`src/rtl/mem_arbiter.sv`:
```
// Round-robin arbiter sharing one single-ported memory between the instruction
// fetch port and the load/store port, with a fixed memory read latency.
module mem_arbiter #(
  parameter int ADDR_W  = 22,
  parameter int DATA_W  = 22,
  parameter int MEM_LAT = 2
) (
  input  logic              clk,
  input  logic              rst,
  input  logic              if_req,
  input  logic [ADDR_W-1:0] if_addr,
  output logic              if_gnt,
  output logic              if_rvalid,
  output logic [DATA_W-1:0] if_rdata,
  input  logic              d_req,
  input  logic              d_we,
  input  logic [ADDR_W-1:0] d_addr,
  input  logic [DATA_W-1:0] d_wdata,
  output logic              d_gnt,
  output logic              d_rvalid,
  output logic [DATA_W-1:0] d_rdata,
  output logic              mem_en,
  output logic              mem_we,
  output logic [ADDR_W-1:0] mem_addr,
  output logic [DATA_W-1:0] mem_wdata,
  input  logic [DATA_W-1:0] mem_rdata,
  output logic              stall
);

  localparam int CNT_W = $clog2(MEM_LAT + 1);

  typedef enum logic [1:0] {S_IDLE, S_ISSUE, S_WAIT} state_t;
  typedef enum logic {OWN_IF, OWN_D} owner_t;

  state_t            state_q, state_d;
  logic [CNT_W-1:0]  cnt_q, cnt_d;
  owner_t            last_q, last_d;
  owner_t            owner_q, owner_d;
  logic [ADDR_W-1:0] addr_q, addr_d;
  logic              we_q, we_d;
  logic [DATA_W-1:0] wdata_q, wdata_d;
  logic              mem_en_q, mem_en_d;
  logic              mem_we_q, mem_we_d;
  logic              if_rvalid_q, if_rvalid_d;
  logic              d_rvalid_q, d_rvalid_d;
  logic [DATA_W-1:0] if_rdata_q, if_rdata_d;
  logic [DATA_W-1:0] d_rdata_q, d_rdata_d;
  logic              if_win, d_win;

  // Grants are gated by rst so every output reads 0 while reset is held.
  always_comb begin
    if_win = 1'b0;
    d_win  = 1'b0;
    if (rst && state_q == S_IDLE) begin
      if (if_req && (!d_req || last_q == OWN_D)) if_win = 1'b1;
      else if (d_req)                            d_win  = 1'b1;
    end
  end

  always_comb begin
    state_d     = state_q;
    cnt_d       = cnt_q;
    last_d      = last_q;
    owner_d     = owner_q;
    addr_d      = addr_q;
    we_d        = we_q;
    wdata_d     = wdata_q;
    mem_en_d    = 1'b0;
    mem_we_d    = 1'b0;
    if_rvalid_d = 1'b0;
    d_rvalid_d  = 1'b0;
    if_rdata_d  = if_rdata_q;
    d_rdata_d   = d_rdata_q;
    unique case (state_q)
      S_IDLE: begin
        if (if_win || d_win) begin
          owner_d  = if_win ? OWN_IF : OWN_D;
          last_d   = if_win ? OWN_IF : OWN_D;
          addr_d   = if_win ? if_addr : d_addr;
          we_d     = d_win & d_we;
          wdata_d  = if_win ? '0 : d_wdata;
          mem_en_d = 1'b1;
          mem_we_d = d_win & d_we;
          state_d  = S_ISSUE;
        end
      end
      S_ISSUE: begin
        cnt_d   = CNT_W'(MEM_LAT - 1);
        state_d = S_WAIT;
      end
      S_WAIT: begin
        if (cnt_q == '0) begin
          if (owner_q == OWN_IF) begin
            if_rvalid_d = 1'b1;
            if (!we_q) if_rdata_d = mem_rdata;
          end else begin
            d_rvalid_d = 1'b1;
            if (!we_q) d_rdata_d = mem_rdata;
          end
          state_d = S_IDLE;
        end else begin
          cnt_d = cnt_q - CNT_W'(1);
        end
      end
      default: state_d = S_IDLE;
    endcase
  end

  always_ff @(posedge clk or negedge rst) begin
    if (!rst) begin
      state_q     <= S_IDLE;
      cnt_q       <= '0;
      last_q      <= OWN_D;
      owner_q     <= OWN_IF;
      addr_q      <= '0;
      we_q        <= 1'b0;
      wdata_q     <= '0;
      mem_en_q    <= 1'b0;
      mem_we_q    <= 1'b0;
      if_rvalid_q <= 1'b0;
      d_rvalid_q  <= 1'b0;
      if_rdata_q  <= '0;
      d_rdata_q   <= '0;
    end else begin
      state_q     <= state_d;
      cnt_q       <= cnt_d;
      last_q      <= last_d;
      owner_q     <= owner_d;
      addr_q      <= addr_d;
      we_q        <= we_d;
      wdata_q     <= wdata_d;
      mem_en_q    <= mem_en_d;
      mem_we_q    <= mem_we_d;
      if_rvalid_q <= if_rvalid_d;
      d_rvalid_q  <= d_rvalid_d;
      if_rdata_q  <= if_rdata_d;
      d_rdata_q   <= d_rdata_d;
    end
  end

  assign if_gnt    = if_win;
  assign d_gnt     = d_win;
  assign if_rvalid = if_rvalid_q;
  assign d_rvalid  = d_rvalid_q;
  assign if_rdata  = if_rdata_q;
  assign d_rdata   = d_rdata_q;
  assign mem_en    = mem_en_q;
  assign mem_we    = mem_we_q;
  assign mem_addr  = addr_q;
  assign mem_wdata = wdata_q;
  assign stall     = rst & ((state_q != S_IDLE) | (if_req & ~if_win) | (d_req & ~d_win));

endmodule

```
`config.mk`:
```
export PLATFORM = sky130hd
export DESIGN_NAME = mem_arbiter
export DESIGN_NICKNAME = d
export VERILOG_FILES = /design/src/rtl/mem_arbiter.sv
export SDC_FILE = /design/constraint.sdc
export NUM_CORES = 1
export LEC_CHECK = 0
export CORE_MARGIN = 2
export CORE_UTILIZATION = 42
export DETAILED_ROUTE_END_ITERATION = 16
export GPL_ROUTABILITY_DRIVEN = 0
export GPL_TIMING_DRIVEN = 0
export PLACE_DENSITY_LB_ADDON = 0.25
export SETUP_SLACK_MARGIN = 0.05
export SYNTH_ARGS = -nofsm -noshare
export SYNTH_HDL_FRONTEND = slang
export SYNTH_SLANG_ARGS = --single-unit
export TNS_END_PERCENT = 30
```
`constraint.sdc`:
```
create_clock -name clk -period 1.9 [get_ports clk]
set_input_delay 0.38 -clock clk [delete_from_list [all_inputs] [get_ports clk]]
set_output_delay 0.38 -clock clk [all_outputs]
set_load 0.02 [all_outputs]
```
# Word level (Yosys, flattened, before mapping)
# Cells that the tools add are included.
[op_classes]
mux = 23
n_eq_ne = 5
n_addsub = 1
reduce_logical = 14
bitwise = 10
[ops]
columns = ["op", "n"]
rows = [
  ["2-to-1 mux 22 bit", 2],
  ["2-to-1 mux 1 bit", 16],
  ["AND reduction 4 bit", 2],
  ["2-to-1 mux 2 bit", 3],
  ["case mux 2 bit (3 select lines)", 1],
  ["AND reduction 2 bit", 3],
  ["bitwise AND 1 bit", 4],
  ["zero test 2 bit", 2],
  ["!= test 2 bit, second input constant", 2],
  ["NOT 1 bit", 4],
  ["case mux 2 bit (2 select lines)", 1],
  ["nonzero test 2 bit", 2],
  ["== test 2 x 1 -> 1 bit, second input constant", 1],
  ["== test 2 bit, second input constant", 1],
  ["logical AND 1 bit", 2],
  ["logical OR 1 bit", 2],
  ["!= test 2 x 1 -> 1 bit, second input constant", 1],
  ["OR 1 bit", 2],
  ["subtractor 2 x 1 -> 2 bit, second input constant", 1],
  ["zero test 1 bit", 1],
]
[word_totals]
out_inout_bits = 95
register_bits = 99

# Depth between registers and ports, before layout
[logic_depth]
ltp_word = 10
ltp_mapped = 7

# Worst setup path before layout
# Ideal clock, no wire load.
[synth_path]
kind = "input-to-output"
from = "input if_req"
to = "output d_gnt"
required_ns = 1.520
slack_ns = 0.214
arrival_ns = 1.306
cell_stages = 3
cell_sequence = "buf_2 > a2111oi_4 > buf_6"
[synth_via]
elab_chain_cells = 3
[synth_rtl]
columns = ["element", "line", "source"]
rows = [
  ["from (decl)", "10", "input logic if_req,"],
  ["logical AND 1 bit", "55", "if (if_req && (!d_req || last_q == OWN_D)) if_win = 1'b1;"],
  ["2-to-1 mux 1 bit", "55", ""],
  ["2-to-1 mux 1 bit", "54", "if (rst && state_q == S_IDLE) begin"],
  ["to (decl)", "19", "output logic d_gnt,"],
]
# No other way between the ends.

# Worst setup path after layout
[layout_path]
from = "register state_q[0]"
to = "output d_gnt"
[layout_via]
elab_chain_cells = 3
[layout_rtl]
columns = ["element", "line", "source"]
rows = [
  ["from (decl)", "35", "state_t state_q, state_d;"],
  ["from (signal assigned)", "125", "state_q <= state_d;"],
  ["zero test 2 bit", "54", ""],
  ["logical AND 1 bit", "54", ""],
  ["2-to-1 mux 1 bit", "54", ""],
]
# No other way between the ends.

==> key figures <==
Power and ir drop
  – P_leak: 2.85 nW
  – Pwr/cell area: 1530 mW/mm^2
  – Overall power: 10.3 mW
  – Max IR drop VDD: 0.991 mV

Timing
  – Slew HR: 62.5%
  – RSZ-0062 raised after global routing: true
  – Final setup margin: -0.00650 ns
  – Slew @ Worst Pin: 0.560 ns
  – Fin. Hold Viols: 0
  – Final setup violating endpoints: 1
  – Fmax: 525 MHz
  – Clock Skew: 0.0107 ns
  – Final setup TNS: -0.00650 ns
  – Pins Over Slew Limit: 0
  – Final Critical Period: 1.91 ns
  – Final period utilization: 100%

Floorplan
  – Initial core utilization: 43.3%
  – Die ar.: 0.0109 mm^2
  – Core box area: 0.00977 mm^2
  – Die Ht: 104 um
  – Std cell rows: 36
  – Die W: 104 um
  – IO Pins: 188

Setup path
  – Critical path startpoint: state_q[0]$_DFFE_PN0P_
  – Critical Path Fanout Max: 3
  – R2R Path Start: cnt_q[0]$_DFFE_PN0P_
  – CP required: 1.52 ns
  – Critical setup path kind: flop to output port
  – Worst Setup Start Kind: flop
  – Worst Path Arrival: 1.53 ns
  – Kind of end point of the critical path: output port

Synth
  – Synth cell types: 41
  – Ys async rst share: 100%
  – Synth Register Bits: 99
  – Register area share after synthesis: 58.6%
  – Mapped cell area: 0.00423 mm^2
  – Mean Syn Cell Area: 13.3 um^2
  – Syn Nets: 413
  – Post-synth EDFFs: 0
  – Mapped Cells: 319
  – Yosys warnings: 0
  – Ys flop type: dfrtp_1

Drt
  – DR vias: 3621
  – Final ANT Viol Nets: 0
  – Vias per cell: 5.36
  – Initial detailed-routing violation count: 159
  – Routed WL: 12.1 mm
  – First-pass DRT Iterations: 4
  – Wire per inst: 17.9 um
  – DRC Markers: 0

Place
  – Port bufs: 186
  – Dpl hpwl: 8.25 mm

Global route
  – Vias in the first global route: 3694
  – Largest net degree at the start of global routing: 37
  – First-pass GRT wire length: 18.8 mm
  – Total Routing Usage GR: 21.5%
  – Initial antenna violation count: 0
  – Gr ovfl total: 0

Cells and area
  – Commonest non-fill, non-tap cell in the layout: clkdlybuf4s50_1
  – Share of layout cells above drive strength 1: 24.9%
  – Diode count: 0
  – Area grow syn2layout: 60.0%
  – Final nets: 631
  – FILL cells: 720
  – Most frequent cells in the layout: clkdlybuf4s50_1, dfrtp_1, mux2_2

Clocking
  – Clock-pin transition on the worst setup and hold timing paths: 0.10 ns
  – Clock Tree Buf Depth: 2
  – Root Buffer: clkbuf_8
  – CTS sink count: 99
  – TritonCTS clock tree: yes
  – Num CTS Buffers: 9
  – Worst-skew pair later-pin latency: 0.37 ns
  – H-tree depth: 3

Flow run
  – Total of max-cap violations: 0

Run status
  – Status: complete, but fails checks
  – Failing checks: negative setup slack

Min path
  – Hold Path Class: primary input to asynchronous set/reset pin
==> registers in the layout, summed over array words and instances (netlist names) <==
register,flops
cnt_q,2
d_rdata,22
d_rvalid,1
if_rdata,22
if_rvalid,1
last_q,1
mem_addr,22
mem_en,1
mem_wdata,22
mem_we,1
owner_q,1
state_q,2
we_q,1
==> layer usage <==
metal  routed length, um  track usage (%)  up-vias
met2                6070             36.5      156
met1                4940             26.6     1795
met5                   0                0        -
met4                 250             8.69        0
met3                 814             4.76       24
li1                    -                -     1646
==> synthesized netlist by cell type (2+ instances only) <==
library cell / n / area (um^2)
a22o_2: 11 / 110
a21oi_1: 24 / 120
o31ai_2: 2 / 25.0
nand4_1: 22 / 138
dfrtp_1: 98 / 2450
clkbuf_1: 5 / 18.8
mux2_1: 2 / 22.5
inv_1: 6 / 22.5
mux2_2: 43 / 484
a31oi_1: 22 / 138
a22o_1: 12 / 105
buf_2: 11 / 55.1
buf_6: 10 / 113
nor3b_1: 2 / 15.0
a21o_1: 2 / 15.0
o31ai_1: 20 / 150
nor2_1: 2 / 7.51
dlymetal6s2s_1: 2 / 25.0
==> final cells by class <==
class | instances | area, um^2 | share of cell area [%]
buffer | 30 | 233 | 3.44
clock buffer | 10 | 128 | 1.88
clock inverter | 6 | 66.3 | 0.979
inverter | 7 | 26.3 | 0.388
multi-input combinational | 183 | 1550 | 22.8
sequential | 99 | 2480 | 36.6
tap | 133 | 166 | 2.46
timing repair buffer | 207 | 2130 | 31.4
==> worst max-delay path: stages, from the launching register on <==
cell and delay, ns:
dfrtp_1 0.41, buf_6 0.13, a2111oi_4 0.36, buf_6 0.16
buf_6 0.11
==> power breakdown <==
group	total [mW]	internal [mW]	leakage (nW)	switching, mW
Sequential	3.64	3.08	1.21	0.559
Combinational	5.35	2.80	1.55	2.55
Clock	1.35	0.609	0.0885	0.741
==> worst paths after layout <==
path	end	slack (ns)	depth (start not counted)
max in group asynchronous	owner_q$_DFFE_PN0P_	0.85	3
worst min-delay path	mem_addr[6]$_DFFE_PN0P_	0.04	3
worst min register to register	d_rdata[4]$_DFFE_PN0P_	0.50	1
min in group clk	mem_addr[1]$_DFFE_PN0P_	0.39	3
worst max-delay path	d_gnt	-0.007	4
worst max register to register	if_rdata[19]$_DFFE_PN0P_	0.07	7
==> stage by stage <==
step	util, %	hold slack [ns]	cells	worst slack (ns)	cell area (um^2)
floorplan	-	0.0844	319	0.214	4230
global placement	64.0	0.470	638	-4.62	6260
detailed placement	64.3	0.376	639	-1.33	6280
CTS	68.2	0.0285	667	-0.0491	6670
global route	69.3	0.0371	675	-0.0905	6770
finish	69.3	0.0402	675	-0.00650	6770
==> cell families (layout without fill, tap and decap cells) <==
family | count (synthesis) | in the layout | share of synthesized area [%]
multiplexers | 45 | 45 | 12.0
AO/OA/AOI/OAI | 97 | 97 | 17.0
adder cells (fa/ha/maj) | 1 | 1 | 0.296
buffers and inverters | 37 | 260 | 6.00
flip-flops | 99 | 99 | 58.6
AND/OR/NAND/NOR | 40 | 40 | 6.18
==> timing repair <==
action | in CTS | in global routing
hold buffers | 3 | 0
gates resized for setup | 24 | 14
endpoints found under the setup margin | 69 | 46
pin swaps | 1 | 1
hold endpoints to repair | 36 | 0
gates cloned | 2 | 2
buffers inserted | 7 | 6
Power figures use the tool's default switching activity.
==> edit 1, RTL diff (same settings) <==
Change the parameter `DATA_W` from 22 to 30.
--- a/src/rtl/mem_arbiter.sv
+++ b/src/rtl/mem_arbiter.sv
@@ -2,7 +2,7 @@
 // fetch port and the load/store port, with a fixed memory read latency.
 module mem_arbiter #(
   parameter int ADDR_W  = 22,
-  parameter int DATA_W  = 22,
+  parameter int DATA_W  = 30,
   parameter int MEM_LAT = 2
 ) (
   input  logic              clk,
Interface: changed (5 resized); port bits go from 188 to 228. The function was not compared with the original's and may differ.
==> edit 1 against the unedited design <==
  * The flow finishes with violations (hold timing, setup timing)
  * Final area rose by 24%
  * Power grew 38%
  * Area after synthesis is 20% higher
  * Worst setup slack got worse by 0.049 ns
  * Non-clock buffer count increased by 46
  * Sequential cell count rose by 24
  * Routed wire length up 21%
  * Clock power is 130% higher
==> edit 1: results (changes against the unedited design) <==
| Metric | Value |
|---|---|
| Outcome | `finished, violations left` |
| Failing checks | `hold timing, setup timing` |
| Share of cells above drive strength 1 | `25.00% (+0.092 points)` |
| Worst path arrival time | `1.58 ns (+0.05 ns)` |
| Final hold slack | `-0.01228 ns (-0.05250 ns)` |
| Syn avg cell area | `13.73 sq um (+3.5%)` |
| Post-DP HPWL | `9.935 mm (+20%)` |
| Register fraction of the total cell area | `36.61% (about the same)` |
| Met3 Resource Use GR | `7.305% (+2.5 points)` |
| Buffer share of cell area | `32.36% (-2.5 points)` |
| Largest net degree at the start of global routing | `78 (+110%)` |
| Global-route wire length before repair | `22.43 mm (+19%)` |
| CP max stage cell | `dfrtp_2` |
| Post-CTS Setup Bufs | `8 (+1)` |
| Met2 wire length | `7.151 mm (+18%)` |
| Placed Area | `7567 sq um (+20%)` |
| CTS clk-pin slew, worst paths | `0.05 ns (-0.05 ns)` |
| TNS Setup | `-0.05544 ns (-0.04893 ns)` |
| Worst setup path startpoint | `state_q[1]` |
| Pre-CTS WS | `-1.078 ns (+0.2489 ns)` |
| Seq/Total Area, Yosys | `60.47% (+1.9 points)` |
| Worst reg2reg path endpoint | `mem_addr[17]` |
| R2R depth | `6 (-1)` |
| Setup-failing EPs final | `1 (unchanged)` |
| Final setup margin | `-0.05544 ns (-0.04893 ns)` |
| Max H-tree Level | `4 (+1)` |
| Via density per instance | `5.323 (-0.77%)` |
| Clock Buffer Count | `21 (+11)` |
| Hold Vio Cnt, Final | `4 (+4)` |
| Signal buffers | `283 (+19%)` |
edit 1: cell types whose count changed in the layout (fill, tap and decap cells not counted), moves of 11 or more:
| cell | change |
|---|---|
| dfrtp_1 | +24 |
| mux2_2 | +14 |
| clkdlybuf4s50_1 | +40 |
| a22o_2 | -11 |
| a22o_1 | +19 |
| clkbuf_16 | +17 |
edit 1: cell families after synthesis:
logic type	after synthesis	synth area share (%)
fa+ha+maj	1	0.2457
buf+inv	41	4.767
mux	61	13.49
flops	123	60.47
compound gates	105	15.97
simple gates	40	5.061
edit 1: power groups by stage:
stage	logic [mW]	registers (mW)	clock network [mW]
4_1_cts	6.47	4.54	3.16
6_report	6.60	4.54	3.08
3_5_place_dp	6.32	4.56	0
3_3_place_gp	6.20	4.52	0
5_1_grt	6.98	4.71	3.27
2_1_floorplan	1.79	5.91	0
==> edit 2, RTL diff (config.mk and constraints unchanged) <==
Without the edit above. `addr_q` no longer has a reset.
--- a/src/rtl/mem_arbiter.sv
+++ b/src/rtl/mem_arbiter.sv
@@ -112,7 +112,6 @@
       cnt_q       <= '0;
       last_q      <= OWN_D;
       owner_q     <= OWN_IF;
-      addr_q      <= '0;
       we_q        <= 1'b0;
       wdata_q     <= '0;
       mem_en_q    <= 1'b0;
@@ -126,7 +125,6 @@
       cnt_q       <= cnt_d;
       last_q      <= last_d;
       owner_q     <= owner_d;
-      addr_q      <= addr_d;
       we_q        <= we_d;
       wdata_q     <= wdata_d;
       mem_en_q    <= mem_en_d;
@@ -136,6 +134,10 @@
       if_rdata_q  <= if_rdata_d;
       d_rdata_q   <= d_rdata_d;
     end
+  end
+
+  always_ff @(posedge clk) begin
+    addr_q <= addr_d;
   end
 
   assign if_gnt    = if_win;
Function: differs if rst is asserted again (counterexample within 4 cycles, from zero or initial values and one cycle with rst low); with rst held inactive, the same outputs for 4 cycles.
==> edit 2 against the unedited design <==
  * The flow still finishes with violations (setup timing)
  * Area after synthesis is 6.4% lower
  * Power is 12% lower
  * Final cell count decreased by 16%
  * Clock power shrank 5%
  * Combinational power shrank 19%
  * Final area decreased by 4.1%
  * Sequential cell count did not move
  * Routed wire length down 19%
  * Worst hold slack gained 0.052 ns
  * Worst setup slack worse by 0.039 ns
  * Largest cell class unchanged
  * Highest routed layer unchanged
==> edit 2: results (changes against the unedited design) <==
| Metric | Value |
|---|---|
| Largest net degree at the start of global routing | `32 (-14%)` |
| Initial DRC count | `78 (-51%)` |
| Seq/Total Area, Yosys | `65.37% (+6.8 points)` |
| TNS Setup | `-0.07094 ns (-0.06444 ns)` |
| Routed length per instance | `17.28 um (-3.3%)` |
| Max H-tree Level | `3 (unchanged)` |
| Worst path arrival time | `1.57 ns (+0.04 ns)` |
| CTS Root Cell | `clkbuf_8` |
| Met2 usage | `32.45% (-4.1 points)` |
| Vias in the first global route | `2871 (-22%)` |
| Placed Area | `6000 sq um (-4.5%)` |
| Setup-failing EPs final | `2 (+1)` |
| Net Count, Synth | `327 (-21%)` |
| Clk sinks | `99 (unchanged)` |
| EDFF count, synth | `22 (+22)` |
| Area contributors post-synth | `dfrtp_1 (48%), edfxtp_1 (17%), mux2_2 (13%)` |
| Share of cells above drive strength 1 | `26.64% (+1.7 points)` |
| Post-DP HPWL | `6.691 mm (-19%)` |
| VDD IR max | `0.0007986 V (-19%)` |
| Clk_skew | `0.01312 ns (+0.002463 ns)` |
| Commonest cells in the synthesized netlist | `dfrtp_1 (76), mux2_2 (45), a22o_1 (24), edfxtp_1 (22), mux2_4 (19)` |
| Final setup margin | `-0.04583 ns (-0.03933 ns)` |
| I/O Buffers | `187 (+0.54%)` |
| Final-stage net count | `547 (-13%)` |
| Met3 Resource Use GR | `5.201% (+0.44 points)` |
| Tot GR Track Use | `19.65% (-1.9 points)` |
| Global-route wire length before repair | `15.16 mm (-19%)` |
| Failing checks | `setup timing` |
| Via count | `2812 (-22%)` |
| Leak Pwr | `2.792 nW (-2.0%)` |
| Outcome | `finished, violations left` |
| Critical Path Max Stage Delay | `0.43 ns (+0.02 ns)` |
| Met1 Usage GRT | `24.92% (-1.7 points)` |
-- edit 2: cell types whose count changed in the layout (fill, tap and decap cells not counted), moves of 17 or more --
cell      change
o31ai_1      -17
dfrtp_1      -22
edfxtp_1     +22
a31oi_1      -21
a21oi_1      -22
mux2_4       +30
nand4_1      -22
-- edit 2: cell families (layout without fill, tap and decap cells) --
family          after synthesis  in the layout  synth area share [%]
flops                        99             99                 65.37
buf+inv                      17            242                 3.413
compound gates               32             32                 6.699
fa+ha+maj                     1              1                0.3159
simple gates                 17             17                 3.381
mux                          67             67                 20.82
-- edit 2: timing repair --
| action | 4_1_cts | 5_1_grt |
|---|---|---|
| cloned | 1 | 1 |
| buffers inserted | 11 | 3 |
| setup endpoints to repair | 26 | 84 |
| pin swaps | 3 | 1 |
| hold endpoints to repair | 25 | 0 |
| resized for setup | 35 | 12 |
| hold buffers | 6 | 0 |
-- edit 2: worst paths after layout --
path,cells past startpoint,startpoint,end,slack [ns]
min in group clk,2,if_req,last_q,0.49
max reg2reg,7,state_q[0],if_rdata[18],0.04
max,6,state_q[0],if_gnt,-0.05
min reg2reg,1,d_rdata[4],d_rdata[4],0.49
max in group asynchronous,3,rst,state_q[1],0.76
min,3,rst,mem_wdata[2],0.09
-- edit 2: through the flow --
stage | instances | worst slack [ns] | hold slack (ns) | utilization (%) | total power, mW
after floorplan | 233 | 0.07599 | 0.08441 | - | 5.522
after global placement | 531 | -3.593 | 0.4702 | 64.97 | 7.446
after detailed placement | 532 | -0.8393 | 0.3266 | 65.24 | 7.550
after global routing | 569 | -0.1238 | 0.09593 | 70.59 | 9.512
after CTS | 566 | -0.06306 | 0.08746 | 70.00 | 9.045
final | 569 | -0.04583 | 0.09259 | 70.59 | 9.054
-- edit 2: metal layers --
metal,vias up,part of all wire (%)
li1,1297,-
met1,1378,41
met2,122,50
met3,15,7.9
met4,0,1.7
met5,-,0
-- edit 2: critical path, delay by kind of cell (launching register included) --
kind / cells / cell delay, ns
buffers and inverters: 4 / 0.42
flip-flops: 1 / 0.43
AND/OR/NAND/NOR: 2 / 0.34
-- edit 2: final cells by class --
type	instances	area, sq um
tap	111	138.9
multi-input combinational	117	1284
timing repair inverter	1	7.507
inverter	5	25.02
clock inverter	3	21.27
buffer	11	142.6
timing repair buffer	209	2113
clock buffer	13	168.9
sequential	99	2590
fill	664	2705
-- edit 2: power by group --
part	internal [mW]	switching (mW)	total, mW
clock network	0.585	0.696	1.28
logic	2.39	1.93	4.32
registers	3.01	0.441	3.45
total	5.99	3.06	9.05
